## src/rtl/firebird7_scanmux_pkg.sv

```systemverilog
// Shared definitions for the secure n-way iJTAG scan mux:
// width derivation helpers, default unlock key, lock-state encoding.
package firebird7_scanmux_pkg;

    localparam logic [7:0] DEFAULT_UNLOCK_KEY = 8'hA5;

    typedef enum logic [1:0] {
        UNLOCKED = 2'd0,
        LOCKED   = 2'd1,
        LOCKOUT  = 2'd2
    } lock_state_e;

    // Select-field width; a 2-way mux still needs one select bit.
    function automatic int sel_w_of(input int num_in);
        return (num_in > 2) ? $clog2(num_in) : 1;
    endfunction

    // Shift-register width: the key field sits above the select field.
    function automatic int sr_w_of(input int sel_w, input int key_w, input bit lock_en);
        return lock_en ? (sel_w + key_w) : sel_w;
    endfunction

endpackage

```

## src/rtl/firebird7_scanmux_onehot_dec.sv

```systemverilog
// Shadow-select to one-hot downstream segment enable decoder.
// Enables are gated by the segment select so idle segments see all zeros.
module firebird7_scanmux_onehot_dec #(
    parameter int NUM_IN = 4,
    parameter int SEL_W  = 2
) (
    input  logic              en,
    input  logic [SEL_W-1:0]  shadow,
    output logic [NUM_IN-1:0] onehot
);

    for (genvar i = 0; i < NUM_IN; i++) begin : g_dec
        assign onehot[i] = en && (shadow == SEL_W'(i));
    end

endmodule

```

## src/rtl/firebird7_in_gate2_tessent_scanmux_nway_secure.sv

```systemverilog
// Secure n-way iJTAG scan mux (SIB-style select register with shadow).
// Optional key lock compiled in with macro FIREBIRD7_SCANMUX_LOCK_EN:
// the select register grows by a key field, wrong keys force select 0,
// and the third wrong key latches lockout until reset.
module firebird7_in_gate2_tessent_scanmux_nway_secure
    import firebird7_scanmux_pkg::*;
#(
    parameter int              NUM_IN     = 4,
    parameter int              SEL_W      = sel_w_of(NUM_IN),
    parameter int              KEY_W      = 8,
    parameter logic [KEY_W-1:0] UNLOCK_KEY = KEY_W'(DEFAULT_UNLOCK_KEY)
) (
    input  logic              ijtag_tck,
    input  logic              ijtag_reset,
    input  logic              ijtag_sel,
    input  logic              ijtag_se,
    input  logic              ijtag_ce,
    input  logic              ijtag_ue,
    input  logic              ijtag_si,
    output logic              ijtag_so,
    input  logic [NUM_IN-1:0] mux_in,
    output logic              mux_out,
    output logic [NUM_IN-1:0] enable_out,
    output logic [SEL_W-1:0]  sel_value,
    output logic              locked,
    output logic              lockout
);

`ifdef FIREBIRD7_SCANMUX_LOCK_EN
    localparam bit LOCK_EN = 1'b1;
`else
    localparam bit LOCK_EN = 1'b0;
`endif
    localparam int SR_W = sr_w_of(SEL_W, KEY_W, LOCK_EN);

    logic [SR_W-1:0]  sr;
    logic [SR_W:0]    sr_shifted;
    logic [SEL_W-1:0] shadow;
    logic [SEL_W-1:0] sel_field;
    logic [31:0]      sel_ext;
    logic             in_range;
    logic             do_shift;
    logic             do_capture;
    logic             do_update;

    // se > ce > ue priority; nothing moves while the segment is deselected.
    assign do_shift   = ijtag_sel && ijtag_se;
    assign do_capture = ijtag_sel && ijtag_ce && !ijtag_se;
    assign do_update  = ijtag_sel && ijtag_ue && !ijtag_se && !ijtag_ce;

    assign sr_shifted = {ijtag_si, sr};
    assign sel_field  = sr[SEL_W-1:0];
    assign sel_ext    = 32'(sel_field);
    assign in_range   = sel_ext < 32'(NUM_IN);

    // Select register: shift right with scan-in at MSB; capture reloads the
    // shadow into the select field and clears any key bits above it.
    always_ff @(posedge ijtag_tck) begin
        if (ijtag_reset)
            sr <= '0;
        else if (do_shift)
            sr <= sr_shifted[SR_W:1];
        else if (do_capture)
            sr <= SR_W'(shadow);
    end

`ifdef FIREBIRD7_SCANMUX_LOCK_EN
    logic [KEY_W-1:0] key_field;
    logic [1:0]       bad_cnt;
    lock_state_e      lock_state;
    logic             locked_q;
    logic             lockout_q;

    assign key_field = sr[SR_W-1:SEL_W];

    // Lock FSM and shadow: correct key unlocks, wrong key while locked forces
    // select 0 and counts; the third miss is terminal until reset.
    always_ff @(posedge ijtag_tck) begin
        if (ijtag_reset) begin
            shadow     <= '0;
            bad_cnt    <= 2'd0;
            lock_state <= LOCKED;
            locked_q   <= 1'b1;
            lockout_q  <= 1'b0;
        end else if (do_update) begin
            case (lock_state)
                LOCKOUT: begin
                    shadow <= '0;
                end
                LOCKED: begin
                    if (key_field == UNLOCK_KEY) begin
                        lock_state <= UNLOCKED;
                        locked_q   <= 1'b0;
                        if (in_range)
                            shadow <= sel_field;
                    end else begin
                        shadow  <= '0;
                        bad_cnt <= bad_cnt + 2'd1;
                        if (bad_cnt == 2'd2) begin
                            lock_state <= LOCKOUT;
                            lockout_q  <= 1'b1;
                        end
                    end
                end
                default: begin
                    if (in_range)
                        shadow <= sel_field;
                end
            endcase
        end
    end

    assign locked  = locked_q;
    assign lockout = lockout_q;
`else
    logic unused_key;
    assign unused_key = ^UNLOCK_KEY;

    // Shadow: take any in-range select on update, reject out-of-range codes.
    always_ff @(posedge ijtag_tck) begin
        if (ijtag_reset)
            shadow <= '0;
        else if (do_update && in_range)
            shadow <= sel_field;
    end

    assign locked  = 1'b0;
    assign lockout = 1'b0;
`endif

    assign ijtag_so  = sr[0];
    assign sel_value = shadow;
    assign mux_out   = mux_in[shadow];

    firebird7_scanmux_onehot_dec #(
        .NUM_IN (NUM_IN),
        .SEL_W  (SEL_W)
    ) u_dec (
        .en     (ijtag_sel),
        .shadow (shadow),
        .onehot (enable_out)
    );

endmodule

```

## config.mk

```make
export PLATFORM = sky130hd
export DESIGN_NAME = firebird7_in_gate2_tessent_scanmux_nway_secure
export DESIGN_NICKNAME = d
export VERILOG_FILES = /design/src/rtl/firebird7_scanmux_pkg.sv /design/src/rtl/firebird7_scanmux_onehot_dec.sv /design/src/rtl/firebird7_in_gate2_tessent_scanmux_nway_secure.sv
export SDC_FILE = /design/constraint.sdc
export NUM_CORES = 1
export LEC_CHECK = 0
export ABC_AREA = 0
export CELL_PAD_IN_SITES_DETAIL_PLACEMENT = 1
export CELL_PAD_IN_SITES_GLOBAL_PLACEMENT = 2
export CORE_AREA = 2 2 46 48
export CTS_CLUSTER_DIAMETER = 120
export CTS_CLUSTER_SIZE = 30
export DETAILED_ROUTE_END_ITERATION = 10
export DIE_AREA = 0 0 48 50
export HOLD_SLACK_MARGIN = 0.08
export PLACE_DENSITY = 0.73
export SLEW_MARGIN = 10
export SYNTH_ARGS = -nofsm -noshare
export SYNTH_HDL_FRONTEND = slang
export SYNTH_SLANG_ARGS = --single-unit
```

## constraint.sdc

```tcl
create_clock -name ijtag_tck -period 1.5 [get_ports ijtag_tck]
set_clock_uncertainty 0.2 [all_clocks]
set_input_delay 0.15 -clock ijtag_tck [delete_from_list [all_inputs] [get_ports ijtag_tck]]
set_output_delay 0.15 -clock ijtag_tck [all_outputs]
set_load 0.02 [all_outputs]
```

==> run_results.csv <==
group,metric,value,unit
route,dr.pass1.iters,2,
layout,fillers,235,
layout,syn2layout_area_growth,81.0,%
clock_network,cts_buffer_depth,2,
route,met1_length,340,um
timing,final-hold-violation-count,0,
route,drt-wirelength-per-cell,10.4,um
clock_network,postCtsSetupBuffers,0,
yosys,synth_mux_area_frac,0.171,
yosys,ys_seq_elements,4,
yosys,synth-edff-count,0,
yosys,synth_top_family_by_area,"simple AND/OR/NAND/NOR gates",
setup_path,crit_fanout,2,
layout,diodes,0,
grt,first_global_vias,321,
yosys,synthSimpleGateAreaFrac,0.324,
floorplanning,io_pins,21,
placement,gp_congestion,0.633,
yosys,syn_avg_cell_area,9.32,um2
clock_network,cts_sinks,4,
yosys,syn-instance-count,29,
timing,setup_slack,-0.0716,ns
yosys,synth_top_cell_area_share,0.296,
yosys,synth_top_flop_cell,"dfxtp_1",
clock_network,clock_latency,0.23,ns
flow_run,cap_violations,0,
placement,placement.setup.worst_slack,-0.426,ns
setup_path,worstSetupPathType,"reg2out",
grt,antenna_found_initial,0,
layout,fin_cells,79,
yosys,synth-xor-area-share,0,
floorplanning,core-area,1900,um2
route,drc,0,
clock_network,cts_tree,"done",
clock_network,path_clk_slew,0.03,ns
layout,regArea,82.6,um2
pwr,p_seq_frac,0.354,
pwr,swShare,0.243,
route,wl_met2,331,um
min_path,hp-class,"in2reg",
yosys,yosysTopAreaCell,"dfxtp_1",
layout,multi_input_area,164,um2
floorplanning,die_h,50,um
setup_path,r2r_slack,0.34,ns
grt,grt_max_degree,8,
setup_path,crit_required,1.15,ns
setup_path,critPathLaunchType,"register",
timing,layout_min_cycle_time,1.57,ns
yosys,synthTopCellsByArea,"dfxtp_1, mux4_1, mux2i_1, and4bb_4, buf_4",
placement,dp_hpwl,680,um
yosys,yosys.cell_types.count,18,
route,highest_layer,"met4",
route,vias,304,
timing,rsz0062_at_grt,"yes",
yosys,synth_area,270,um2
clock_network,clockRootBuffer,"clkbuf_4",
timing,min_period_over_period,1.05,
layout,nNetsFinal,65,
run_status,violations,"negative setup slack",
setup_path,worstPathArrival,1.22,ns
yosys,synthArstFlopShare,0,
route,wl_met3,119,um
timing,max_freq,636,MHz
setup_path,worstSetupEndpointType,"primary output",
pwr,power.switching,0.0793,mW
placement,port_buffers,18,
pwr,internal-power,0.247,mW
clock_network,numCtsBuffers,3,
pwr,finalPower,0.326,mW
timing,setup_violations,1,
yosys,synth_most_common_cell,"dfxtp_1",
yosys,synth_compound_area_frac,0.0972,
floorplanning,die_x,48,um
route,routed_via_density,3.85,
yosys,yosysWarnings,0,
grt,grt_pass1_wl,1.32,mm
floorplanning,std_cell_rows,16,
route,drtAntennaViolNets,0,
yosys,synth-seq-area-share,0.296,
clock_network,ctsHtreeMaxLevel,1,
grt,grt_use_total,0.0829,
timing,slew_violations,0,
pwr,comb_power_share,0.243,
pwr,cellLeakagePower,0.213,nW
yosys,synthAdderAreaFrac,0,
yosys,ys_top_cells_by_count,"dfxtp_1, nand2_1, nor2_1",
route,drt_iter0_drc,3,
route,finalWirelength,822,um
pwr,clkPwrFrac,0.404,
grt,grt_overflow,0,
pwr,p_per_area,666,nW/um2
layout,layout-drive-gt1-share,0.385,
placement,dp_cells,76,
pwr,vdd_drop_max,0.322,mV
floorplanning,die_area,2400,um2
run_status,status,"complete, but fails checks",
floorplanning,initial_utilization,0.142,
## routing by layer
layer	vias to the layer above	track usage
met2	20	0.116
li1	147	-
met3	4	0.0403
met5	-	0
met1	133	0.0901
met4	0	0.0676
## state kept, by name, summed over array words and instances, names as in the netlist
signal,flops
sel_field,2
sel_value,2
## cell families after synthesis
| logic type | count (synthesis) |
|---|---|
| buf+inv | 3 |
| mux | 3 |
| compound gates | 4 |
| simple gates | 14 |
| flops | 4 |
| other cells | 1 |
## power by group through the flow
stage                     Combinational (mW)  Sequential, mW  Clock [mW]
final                                 0.0791           0.115       0.132
after global routing                  0.0866           0.116       0.151
after CTS                             0.0781           0.115       0.138
after detailed placement              0.0834           0.117           0
after global placement                0.0825           0.117           0
after floorplan                       0.0371           0.120           0
## layout make-up
cell class | instances | share of cell area
repair buffers | 22 | 0.381
multi-input cells | 23 | 0.335
flip-flops and latches | 4 | 0.169
well taps | 27 | 0.0691
clock buffers | 3 | 0.0460
## critical path: stages (launching register included)
cell     delay (ns)
dfxtp_2        0.33
mux4_2         0.51
buf_6          0.15
## placed cells by master, fill, tap and decap left out, types with 2 or more instances in the layout
cell type        count
clkdlybuf4s50_1      9
clkbuf_4             3
buf_4                3
conb_1               2
nand2_1              3
nor2_1               3
dfxtp_2              2
mux2i_1              2
buf_2                3
dfxtp_1              2
a21oi_1              2
nor3_1               2
clkbuf_2             2
buf_6                2
dlygate4sd2_1        3
## through the flow
stage	utilization	TNS (ns)	hold slack [ns]	instance area [um2]
3_3_place_gp	0.257	-2.35	0.318	488
5_1_grt	0.257	-0.108	0.350	489
3_5_place_dp	0.257	-2.48	0.319	488
4_1_cts	0.261	-0.102	0.325	497
6_report	0.257	-0.0716	0.320	489
2_1_floorplan	-	0	0.0224	270
## path summary, 6_finish.rpt
check / startpoint / cells past startpoint / to
max: sel_value[0]$_SDFFE_PP0P_ / 2 / mux_out
min: ijtag_reset / 2 / sel_value[0]$_SDFFE_PP0P_
max reg2reg: sel_value[1]$_SDFFE_PP0P_ / 3 / sel_field[1]$_SDFFE_PP0P_
min reg2reg: sel_field[1]$_SDFFE_PP0P_ / 2 / sel_field[1]$_SDFFE_PP0P_
## timing repair
item                                    4_1_cts  5_1_grt
gates cloned                                  0        0
endpoints found under the setup margin        8        4
resized for setup                            24        7
hold buffers                                  0        0
(Power assumes the default switching activity.)
